--- config.mk ---
export PLATFORM = sky130hd
export DESIGN_NAME = booth_multiplier_flat
export DESIGN_NICKNAME = d
export VERILOG_FILES = /design/src/rtl/booth_multiplier_pkg.sv /design/src/rtl/booth_multiplier_if.sv /design/src/rtl/booth_multiplier_step.sv /design/src/rtl/booth_multiplier.sv /design/src/flat_wrapper.sv
export SDC_FILE = /design/constraint.sdc
export NUM_CORES = 1
export LEC_CHECK = 0
export CAP_MARGIN = 0
export CORE_UTILIZATION = 59
export CTS_BUF_LIST = sky130_fd_sc_hd__clkbuf_8 sky130_fd_sc_hd__clkbuf_16
export CTS_CLUSTER_DIAMETER = 80
export DETAILED_ROUTE_END_ITERATION = 6
export GPL_ROUTABILITY_DRIVEN = 0
export GPL_TIMING_DRIVEN = 0
export PLACE_DENSITY = 0.92
export SLEW_MARGIN = 15
export SYNTH_ARGS = -nofsm -noshare
export SYNTH_HDL_FRONTEND = slang
export SYNTH_SLANG_ARGS = --single-unit
--- constraint.sdc ---
create_clock -name clk -period 5 [get_ports clk]
set_input_delay 0.75 -clock clk [delete_from_list [all_inputs] [get_ports clk]]
set_output_delay 0.75 -clock clk [all_outputs]
set_load 0.05 [all_outputs]
--- src/rtl/booth_multiplier_pkg.sv ---
// Shared definitions for the radix-2 Booth multiplier.
//   WIDTH_DEFAULT : default operand width (product is twice as wide)
//   state_e       : controller states IDLE / RUN / DONE
//   booth_op_e    : Booth recode result NOP / ADD / SUB
//   booth_recode  : maps {Q[0], q_m1} to the partial-product action
package booth_multiplier_pkg;

  localparam int WIDTH_DEFAULT = 16;

  typedef enum logic [1:0] {
    ST_IDLE = 2'd0,
    ST_RUN  = 2'd1,
    ST_DONE = 2'd2
  } state_e;

  typedef enum logic [1:0] {
    BOOTH_NOP = 2'd0,
    BOOTH_ADD = 2'd1,
    BOOTH_SUB = 2'd2
  } booth_op_e;

  // 01 -> end of a run of ones: add M; 10 -> start of a run: subtract M.
  function automatic booth_op_e booth_recode(input logic q0, input logic q_m1);
    case ({q0, q_m1})
      2'b01:   return BOOTH_ADD;
      2'b10:   return BOOTH_SUB;
      default: return BOOTH_NOP;
    endcase
  endfunction

endpackage

--- src/rtl/booth_multiplier_if.sv ---
// Handshake/data bundle between a requester and booth_multiplier.
//   master : drives start, multiplicand, multiplier; observes busy, done, product
//   slave  : the multiplier side (directions reversed)
// With MULT_OVERFLOW_FLAG_EN defined an extra 1-bit overflow signal is carried.
interface booth_multiplier_if
  import booth_multiplier_pkg::*;
#(
  parameter int WIDTH = WIDTH_DEFAULT
);

  logic                 start;
  logic [WIDTH-1:0]     multiplicand;
  logic [WIDTH-1:0]     multiplier;
  logic                 busy;
  logic                 done;
  logic [2*WIDTH-1:0]   product;
`ifdef MULT_OVERFLOW_FLAG_EN
  logic                 overflow;

  modport master (output start, multiplicand, multiplier,
                  input  busy, done, product, overflow);
  modport slave  (input  start, multiplicand, multiplier,
                  output busy, done, product, overflow);
`else
  modport master (output start, multiplicand, multiplier,
                  input  busy, done, product);
  modport slave  (input  start, multiplicand, multiplier,
                  output busy, done, product);
`endif

endinterface

--- src/rtl/booth_multiplier_step.sv ---
// booth_step: one combinational radix-2 Booth iteration.
//   a_i/q_i/q_m1_i : current accumulator, multiplier shift register, guard bit
//   m_i            : multiplicand sign-extended to WIDTH+1 bits
//   a_o/q_o/q_m1_o : values after add/sub and arithmetic right shift
module booth_step
  import booth_multiplier_pkg::*;
#(
  parameter int WIDTH = WIDTH_DEFAULT
) (
  input  logic [WIDTH:0]   a_i,
  input  logic [WIDTH-1:0] q_i,
  input  logic             q_m1_i,
  input  logic [WIDTH:0]   m_i,
  output logic [WIDTH:0]   a_o,
  output logic [WIDTH-1:0] q_o,
  output logic             q_m1_o
);

  booth_op_e      op;
  logic [WIDTH:0] sum;

  always_comb begin
    op = booth_recode(q_i[0], q_m1_i);
    sum = a_i;
    case (op)
      BOOTH_ADD: sum = a_i + m_i;
      BOOTH_SUB: sum = a_i - m_i;
      default:   sum = a_i;
    endcase
    // Arithmetic shift of {A,Q,q_m1}: A's sign bit is replicated.
    a_o    = {sum[WIDTH], sum[WIDTH:1]};
    q_o    = {sum[0], q_i[WIDTH-1:1]};
    q_m1_o = q_i[0];
  end

endmodule

--- src/rtl/booth_multiplier.sv ---
// booth_multiplier: sequential signed radix-2 Booth multiplier, one bit per cycle.
//   clk  : clock, rising edge
//   rst  : asynchronous active-high reset
//   bus  : booth_multiplier_if.slave (start/operands in; busy/done/product out)
// A multiply accepted at edge k is busy for WIDTH cycles, then done pulses for
// one cycle with the new product. Start is honoured in IDLE and DONE only.
// Optional: MULT_OVERFLOW_FLAG_EN adds bus.overflow, set when the product does
// not fit in a signed WIDTH-bit value.
module booth_multiplier
  import booth_multiplier_pkg::*;
#(
  parameter int WIDTH = WIDTH_DEFAULT
) (
  input logic               clk,
  input logic               rst,
  booth_multiplier_if.slave bus
);

  localparam int CW = $clog2(WIDTH) + 1;
  localparam logic [CW-1:0] LAST_ITER = CW'(WIDTH - 1);

  state_e             state_q, state_d;
  logic [WIDTH:0]     a_q, a_d, m_q, m_d;
  logic [WIDTH-1:0]   q_q, q_d;
  logic               q_m1_q, q_m1_d;
  logic [CW-1:0]      cnt_q, cnt_d;
  logic [2*WIDTH-1:0] product_q, product_d;
  logic               load;

  logic [WIDTH:0]     a_s;
  logic [WIDTH-1:0]   q_s;
  logic               q_m1_s;

  booth_step #(.WIDTH(WIDTH)) u_step (
    .a_i    (a_q),
    .q_i    (q_q),
    .q_m1_i (q_m1_q),
    .m_i    (m_q),
    .a_o    (a_s),
    .q_o    (q_s),
    .q_m1_o (q_m1_s)
  );

  always_comb begin
    state_d   = state_q;
    a_d       = a_q;
    q_d       = q_q;
    q_m1_d    = q_m1_q;
    m_d       = m_q;
    cnt_d     = cnt_q;
    product_d = product_q;
    load      = 1'b0;
    bus.busy  = 1'b0;
    bus.done  = 1'b0;

    case (state_q)
      ST_IDLE: begin
        load = bus.start;
      end
      ST_RUN: begin
        bus.busy = 1'b1;
        a_d      = a_s;
        q_d      = q_s;
        q_m1_d   = q_m1_s;
        cnt_d    = cnt_q + 1'b1;
        if (cnt_q == LAST_ITER) begin
          // Final step: result is taken straight from the step outputs.
          product_d = {a_s[WIDTH-1:0], q_s};
          state_d   = ST_DONE;
        end
      end
      ST_DONE: begin
        bus.done = 1'b1;
        load     = bus.start;
        if (!bus.start) state_d = ST_IDLE;
      end
      default: state_d = ST_IDLE;
    endcase

    if (load) begin
      state_d = ST_RUN;
      a_d     = '0;
      q_d     = bus.multiplier;
      q_m1_d  = 1'b0;
      m_d     = {bus.multiplicand[WIDTH-1], bus.multiplicand};
      cnt_d   = '0;
    end
  end

  always_ff @(posedge clk or posedge rst) begin
    if (rst) begin
      state_q   <= ST_IDLE;
      a_q       <= '0;
      q_q       <= '0;
      q_m1_q    <= 1'b0;
      m_q       <= '0;
      cnt_q     <= '0;
      product_q <= '0;
    end else begin
      state_q   <= state_d;
      a_q       <= a_d;
      q_q       <= q_d;
      q_m1_q    <= q_m1_d;
      m_q       <= m_d;
      cnt_q     <= cnt_d;
      product_q <= product_d;
    end
  end

  assign bus.product = product_q;

`ifdef MULT_OVERFLOW_FLAG_EN
  // Fits in WIDTH signed bits iff the top WIDTH+1 product bits are all equal.
  logic [WIDTH:0] prod_top_d;
  logic           overflow_q;

  assign prod_top_d = product_d[2*WIDTH-1:WIDTH-1];

  always_ff @(posedge clk or posedge rst) begin
    if (rst) overflow_q <= 1'b0;
    else     overflow_q <= ~((&prod_top_d) | ~(|prod_top_d));
  end

  assign bus.overflow = overflow_q;
`endif

endmodule

--- src/flat_wrapper.sv ---
// flat-port wrapper written by rule: the top's interface ports become plain ports
module booth_multiplier_flat import booth_multiplier_pkg::*;
#(
  parameter int WIDTH = WIDTH_DEFAULT
)
  (clk, rst, bus_start, bus_multiplicand, bus_multiplier, bus_busy, bus_done, bus_product);
  booth_multiplier_if #(.WIDTH(WIDTH)) bus_i ();
  input logic clk;
  input logic rst;
  input wire logic [$bits(bus_i.start)-1:0] bus_start;
  input wire logic [$bits(bus_i.multiplicand)-1:0] bus_multiplicand;
  input wire logic [$bits(bus_i.multiplier)-1:0] bus_multiplier;
  output wire logic [$bits(bus_i.busy)-1:0] bus_busy;
  output wire logic [$bits(bus_i.done)-1:0] bus_done;
  output wire logic [$bits(bus_i.product)-1:0] bus_product;
  assign bus_i.start = bus_start;
  assign bus_i.multiplicand = bus_multiplicand;
  assign bus_i.multiplier = bus_multiplier;
  assign bus_busy = bus_i.busy;
  assign bus_done = bus_i.done;
  assign bus_product = bus_i.product;
  booth_multiplier #(.WIDTH(WIDTH)) u_core (.clk(clk), .rst(rst), .bus(bus_i));
endmodule
-- Yosys cells after proc, flatten, opt, wreduce, memory -nomap -nowiden
Index checks and enable logic that the tools add are counted.
- register bits after elaboration: 89
- output and inout port bits: 34
- $add $sub $neg: 3
- eq/ne operators: 10
- muxes and demuxes: 17
- reduce and logical (&&, ||, !) cells: 5
- operators with widths (kind ; number):
    2-to-1 mux 17 bit ; 2
    one-hot mux 17 bit (2 select lines) ; 1
    2-to-1 mux 16 bit ; 2
    adder 17 bit ; 1
    subtractor 17 bit ; 1
    2-to-1 mux 5 bit ; 2
    equality test 2 x 1 -> 1 bit (second input constant) ; 3
    equality test 2 bit (second input constant) ; 3
    2-to-1 mux 2 bit ; 3
    one-hot mux 2 bit (3 select lines) ; 1
    adder 5 x 1 -> 5 bit (second input constant) ; 1
    equality test 5 x 4 -> 1 bit (second input constant) ; 1
    2-to-1 mux 1 bit ; 5
    one-hot mux 2 bit (2 select lines) ; 1
    inequality test 3 x 1 -> 1 bit (second input constant) ; 1
    inequality test 3 x 2 -> 1 bit (second input constant) ; 1
    AND reduction 3 bit ; 1
    zero test 2 bit ; 1
    inequality test 2 x 1 -> 1 bit (second input constant) ; 1
    AND reduction 2 bit ; 1
    nonzero test 2 bit ; 1
    OR reduction 2 bit ; 1

-- Depth between registers and ports, before layout
Gate-level depths: netlist (run 1).
- word-level depth: 6
- depth in mapped cells: 15
- gate-level depth less buffers: 15

-- Cells and area by module
From an unflattened synthesis (run 1), not the netlist that was laid out.
- cells, all modules: 505
- area total of the unflattened synthesis: 5091.1 um2
- by module, submodules not included (module ; times used ; cells each ; area each (um2)):
    booth_multiplier ; 1 ; 278 ; 3563.4
    booth_step ; 1 ; 227 ; 1527.7

-- Worst setup path before layout (run 1)
Ideal clock, no wire load.
- path type: register to register
- start: register u_core.m_q[0]
- end: register u_core.product_q[31] (netlist: u_core.bus.product[31])
- data arrival time: 3.255 ns
- required time: 4.872 ns
- path slack: 1.617 ns
- stages on the path, launching flop included: 16
- clock period less this slack: 3.383 ns
- path through: dfrtp_1 > inv_1 > ha_1 > or3b_2 > nor3_1 > a21oi_1 > xnor2_1 > ha_1 > and2_1 > a22oi_1 > nor3_1 > a311o_1 > o221ai_2 > mux2i_1 > xor2_1 > o21ai_1
- word-level cells in the longest chain between the ends: 2
- elaborated cells on any way between the ends: 3
- RTL lines (item ; line ; text):
    from (decl) ; booth_multiplier.sv:23 ; logic [WIDTH:0] a_q, a_d, m_q, m_d;
    from (signal assigned) ; booth_multiplier.sv:104 ; m_q <= m_d;
    subtractor 17 bit or adder 17 bit (tied branches) ; booth_multiplier_step.sv:27, booth_multiplier_step.sv:26 ;
    one-hot mux 17 bit (2 select lines) (*) ; booth_multiplier_step.sv:25 ; case (op)
    to (signal assigned) ; booth_multiplier.sv:106 ; product_q <= product_d;
    to (decl) ; booth_multiplier.sv:27 ; logic [2*WIDTH-1:0] product_q, product_d;
Mark *: on every way between the ends. The rest lies on a longest branch, timed or not.
A chain may end at the register's enable or synchronous reset.

-- Worst setup path in the final report (run 1)
Ends and elaborated chain as after synthesis.

==> metrics, run 1 <==
status=finished, final reports clean; RSZ-0062 raised after global routing=false; crit-path max cell delay=500 ps; Startpoint Class=flop; CP Class=reg -> reg; period utilization=79.85%; vias in the first global route=3,956; Die H=90.15 um; Crit path max-delay family=simple AND/OR/NAND/NOR gates; syn nets=545; TritonCTS clock tree=built; IO Count=69; commonest non-fill, non-tap cell in the layout=nand2_1; Post-synth EDFFs=0; post-synthesis sequential area ratio=48.03%; FFs w/ async S/R, synth=100.0%; CP endpoint kind=flop; final setup violation count=0; Netlist cell types=48; Max Root-Sink Buffers=2; Worst Skew=7.768 ps; Worst-Margin Slew=762.0 ps; placement row count=31; core area=0.007370 mm^2; post-route design area=0.005595 mm^2; Overflow after GRT=0; drt first pass iters=5; Tot GR Track Use=28.61%; Synth Register Bits=88; Syn Area/Cell=9.375 um^2; most frequent cells in the layout=nand2_1, dfrtp_1, clkdlybuf4s50_1; # nets final=625; Mapped Cells=489; TritonCTS buffer count=9; setup repair bufs after CTS=0; Min-Delay Path Class=reg -> reg; antenna viol nets, final=0; Max-slew headroom=49.01%; synthesized area=0.004584 mm^2; worst-path fanout max=6; Hold Fails Final Rpt=0; via count=3,903; slowest CP cell=or3b_2; Setup TNS=0 ps; final wirelength=10,800 um; Clock Latency Late Sink=360 ps; Port Buffer Count=68; Critical Path RT=5240 ps; initial antenna violation count=0; Root Buffer=clkbuf_8; DRC viols=0; initial DRC count=389; routed length per instance=16.05 um; Area Growth Syn to Fin=22.05%; Post-CTS Resized=0; layout cell share with drive strength beyond 1=7.143%; die footprint=0.008127 mm^2; Max-cap violations=0; Placed Area=0.005411 mm^2; largest net degree at the start of global routing=46; register clock-pin slew on the reported worst setup and hold paths=80 ps; DP HPWL=8086 um; first-pass GRT wire length=18,480 um; ANT cells=0; Via density=5.799; CP bufs+invs=1; Tmin final=3992 ps; Main synth FF type=dfrtp_1; critical path arrival=4230 ps; yosys warns=0; CTS Hold Bufs=0; Initial Utilization=62.21%; H-tree levels=3; Die Width=90.15 um; Max Fclk=250.5 MHz; clock sinks=88; Slew Viols, Final=0; CP cell instances=inv_1, ha_1, or3b_2, nor3_1, a21oi_1, xnor2_1, ha_1, and2_1, a22oi_1, nor3_1, a311o_1, o221ai_2, mux2i_1, xor2_1, o21ai_1
cell type report:
| cell class | instances | area (um^2) |
|---|---|---|
| Buffer | 23 | 87.58 |
| Clock inverter | 5 | 32.53 |
| Fill cell | 513 | 1774 |
| Multi-Input combinational cell | 363 | 2238 |
| Timing Repair Buffer | 69 | 700.7 |
| Clock buffer | 11 | 151.4 |
| Inverter | 15 | 58.81 |
| Sequential cell | 88 | 2202 |
| Tap cell | 99 | 123.9 |
sequential cells by signal, indices dropped and copies added, names as in the netlist:
signal and cells:
u_core.m_q 16, u_core.bus.product 32, u_core.state_q 2, u_core.q_m1_q 1, u_core.cnt_q 5, u_core.q_q 16, u_core.a_q 16
final timing paths:
path / endpoint / start / slack [ps] / depth (start not counted)
setup / recovery: u_core.bus.product[31] / u_core.m_q[0] / 1010 / 15
hold / removal: u_core.bus.product[26] / u_core.bus.product[26] / 480 / 2
setup reg to reg: u_core.bus.product[31] / u_core.m_q[0] / 1010 / 15
hold reg to reg: u_core.bus.product[26] / u_core.bus.product[26] / 480 / 2
max in group asynchronous: u_core.a_q[3] / rst / 3600 / 3
min in group asynchronous: u_core.bus.product[8] / rst / 780 / 2
cell families (layout without fill, tap and decap cells):
family,after synthesis,count (layout),synth area share (%)
xor+xnor,27,27,5.158
compound gates,119,119,16.10
mux,22,22,5.295
fa+ha+maj,21,21,5.895
flops,88,88,48.03
buf+inv,38,123,3.139
simple gates,174,174,16.38
worst register-to-register path: cells and delay by family (launching register included):
kind	cells	cell delay (ps)
AND/OR/NAND/NOR	4	1020
AO/OA/AOI/OAI	5	970
adder cells (fa/ha/maj)	2	500
XOR/XNOR	2	440
flip-flops	1	430
multiplexers	1	410
buffers and inverters	1	90
through the flow:
stage                     hold slack, ps  utilization (%)  setup slack (ps)  std cells
final                              480.6            75.93              1008        673
after global routing               515.0            75.93             660.4        673
after CTS                          487.9            75.93              1069        673
after detailed placement           470.5            73.43              1088        657
after global placement             461.8            73.12             809.8        656
after floorplan                    449.8                -              1617        489
layer usage:
metal / share of wire [%] / GRT usage [%] / vias to the layer above
li1: - / - / 1854
met1: 43 / 37.42 / 1850
met2: 48 / 46.63 / 165
met3: 6.5 / 5.415 / 34
met4: 3.1 / 12.50 / 0
met5: 0 / 0 / -
cell usage after synthesis (4+ instances only):
master	n	area share, %
a21o_1	6	0.98
a21oi_1	27	2.9
a22oi_1	15	2.5
a31oi_1	4	0.55
clkbuf_1	19	1.6
dfrtp_1	88	48
ha_1	20	5.5
inv_1	13	1.1
mux2_2	18	4.4
mux2i_1	4	0.87
nand2_1	105	8.6
nand2b_1	4	0.55
nand3_1	6	0.66
nor2_1	29	2.4
nor2b_1	8	1.1
nor3_1	10	1.1
o21ai_0	41	4.5
o31ai_1	4	0.66
xnor2_1	18	3.4
xor2_1	9	1.7
Power of run 1 is left out: the tool's default activity adds up to more than one toggle a clock period on the data nets, which glitch-free logic cannot reach.
==> inputs of run 2 (changes only) <==
--- a/config.mk
+++ b/config.mk
@@ -6,13 +6,13 @@
 export NUM_CORES = 1
 export LEC_CHECK = 0
 export CAP_MARGIN = 0
-export CORE_UTILIZATION = 59
+export CORE_UTILIZATION = 54
 export CTS_BUF_LIST = sky130_fd_sc_hd__clkbuf_8 sky130_fd_sc_hd__clkbuf_16
 export CTS_CLUSTER_DIAMETER = 80
 export DETAILED_ROUTE_END_ITERATION = 6
 export GPL_ROUTABILITY_DRIVEN = 0
 export GPL_TIMING_DRIVEN = 0
-export PLACE_DENSITY = 0.92
+export PLACE_DENSITY = 0.86
 export SLEW_MARGIN = 15
 export SYNTH_ARGS = -nofsm -noshare
 export SYNTH_HDL_FRONTEND = slang
==> constraint.sdc (replaced) <==
create_clock -name clk -period 3.9 [get_ports clk]
set_input_delay 0.585 -clock clk [delete_from_list [all_inputs] [get_ports clk]]
set_output_delay 0.585 -clock clk [all_outputs]
set_load 0.05 [all_outputs]
==> run 2 against run 1 <==
Effect of this change:
- register-to-register slack worse by 820 ps
- worst setup slack worse by 820 ps
- highest routed layer unchanged
- worst hold slack better by 5.0 ps
- critical endpoint unchanged
- first-iteration DRC count is 6.7% lower
- largest cell class unchanged
- sequential share of layout area is 0.54 points lower
- die area is 9.0% higher
- global-route usage is 3.3 points lower
- maximum frequency is 7.6% higher
- cell count is 1.2% higher
- clock-buffer cell count is 1 lower
- utilization is 6.9 points lower
==> metrics, run 2 (synthesis results as in run 1) <==
Min-Delay Path Class=reg -> reg (unchanged); Tmin final=3710 ps (was 3992 ps); fin util=69.04% (was 75.93%); Clock Latency Late Sink=360 ps (about the same); TritonCTS buffer count=9 (unchanged); initial antenna violation count=0 (unchanged); commonest non-fill, non-tap cell in the layout=nand2_1 (unchanged); antenna viol nets, final=0 (unchanged); routed length per instance=15.89 um (was 16.05 um); Tot GR Track Use=25.35% (was 28.61%); status=finished, final reports clean (unchanged); crit-path max cell delay=500 ps (about the same); Startpoint Class=flop (unchanged); TritonCTS clock tree=built (unchanged); # nets final=627 (was 625); H-tree levels=3 (unchanged); Initial Utilization=55.79% (was 62.21%); post-route design area=0.005673 mm^2 (was 0.005595 mm^2); max FFs per register=32 (unchanged); Max Fclk=269.5 MHz (was 250.5 MHz); ANT cells=0 (unchanged); Worst Skew=11.07 ps (was 7.768 ps); core area=0.008217 mm^2 (was 0.007370 mm^2); Critical R2R Capture=u_core.bus.product[31] (unchanged); Root Buffer=clkbuf_8 (unchanged); placement row count=33 (was 31); Hold Path Origin=u_core.bus.product[26] (unchanged); final setup violation count=0 (unchanged); R2R depth=15 (unchanged); die footprint=0.008862 mm^2 (was 0.008127 mm^2); Max Root-Sink Buffers=2 (unchanged); drt first pass iters=5 (unchanged); Worst-Margin Slew=752.7 ps (was 762.0 ps); Max-cap violations=0 (unchanged); via count=3,918 (was 3,903); vias in the first global route=3,679 (was 3,956); register clock-pin slew on the reported worst setup and hold paths=90 ps (was 80 ps); slowest CP cell=or3b_2 (unchanged); first-pass GRT wire length=17,240 um (was 18,480 um); most frequent cells in the layout=nand2_1, dfrtp_1, clkdlybuf4s50_1 (unchanged); Hold Fails Final Rpt=0 (unchanged); CP endpoint kind=flop (unchanged); final wirelength=10,820 um (was 10,800 um); Hold EP=u_core.bus.product[26] (unchanged); layout cell share with drive strength beyond 1=8.507% (was 7.143%); Area Growth Syn to Fin=23.74% (was 22.05%); flop2flop setup slack=190 ps (was 1010 ps); DRC viols=0 (unchanged); initial DRC count=363 (was 389); worst-path fanout max=6 (unchanged); CP Class=reg -> reg (unchanged); Die H=94.14 um (was 90.15 um); CP cell instances=inv_1, ha_1, or3b_2, nor3_4, a21oi_1, xnor2_1, ha_2, and2_1, a22oi_1, nor3_1, a311o_1, o221ai_2, mux2i_2, xor2_1, o21ai_1 (was inv_1, ha_1, or3b_2, nor3_1, a21oi_1, xnor2_1, ha_1, and2_1, a22oi_1, nor3_1, a311o_1, o221ai_2, mux2i_1, xor2_1, o21ai_1); RSZ-0062 raised after global routing=false (unchanged); Critical Path RT=4140 ps (was 5240 ps); DP HPWL=7854 um (was 8086 um); Port Buffer Count=68 (unchanged); Slew Viols, Final=0 (unchanged); Die Width=94.14 um (was 90.15 um); Overflow after GRT=0 (unchanged); CTS Hold Bufs=0 (unchanged); Via density=5.753 (was 5.799); Placed Area=0.005426 mm^2 (was 0.005411 mm^2); clock sinks=88 (unchanged); reg2reg start=u_core.m_q[0] (unchanged); IO Count=69 (unchanged); critical path arrival=3950 ps (was 4230 ps); Max-slew headroom=49.63% (was 49.01%); largest net degree at the start of global routing=61 (was 46); Hold Path Stages=2 (unchanged); period utilization=95.14% (was 79.85%)
-- run 2: worst max-delay path by stage --
stage	from	end	slack [ps]	depth (start not counted)
floorplan	u_core.m_q[0]	u_core.bus.product[31]	520	15
global placement	rst	u_core.a_q[0]	-140	2
detailed placement	u_core.q_m1_q	u_core.bus.product[31]	80	15
CTS	u_core.q_m1_q	u_core.bus.product[31]	50	15
global route	u_core.q_m1_q	u_core.bus.product[31]	3	15
finish	u_core.m_q[0]	u_core.bus.product[31]	190	15
-- run 2: layout make-up --
cell class              instances  area [um^2]
clock buffers                  10        137.6
clock inverters                 6        67.56
multi-input cells             363         2263
repair buffers                 71        723.2
well taps                     105        131.4
plain buffers                  23        88.84
fillers                       592         2544
flip-flops and latches         88         2202
inverters                      15        58.81
-- run 2: what timing repair did --
item,in CTS,in global routing
resized for setup,0,7
setup buffers,0,2
setup endpoints to repair,0,5
-- run 2: metal layers --
metal | share of wire, % | routed length [um] | GRT usage, %
met1 | 45 | 4832 | 34.86
met2 | 47 | 5064 | 38.83
met3 | 6.0 | 645 | 5.178
met4 | 2.6 | 278 | 10.90
met5 | 0 | 0 | 0
-- run 2: critical path, delay by kind of cell, from the launching register on --
kind / cells / cell delay, ps
and+or+nand+nor: 4 / 930
DFF: 1 / 410
muxes: 1 / 340
AOI/OAI and AO/OA: 5 / 910
xor gates and xnor gates: 2 / 410
buffers and inverters: 1 / 80
adders and majority gates: 2 / 510
-- run 2: per-stage QoR --
stage / setup TNS, ps / hold slack [ps] / setup WS, ps / cells
after detailed placement: 0 / 473.0 / 78.87 / 663
after CTS: 0 / 491.2 / 52.81 / 679
after floorplan: 0 / 449.8 / 517.0 / 489
final: 0 / 485.6 / 189.6 / 681
after global placement: -12300 / 461.7 / -143.7 / 662
after global routing: 0 / 507.1 / 2.694 / 681
Power of run 2 is left out for the same reason.
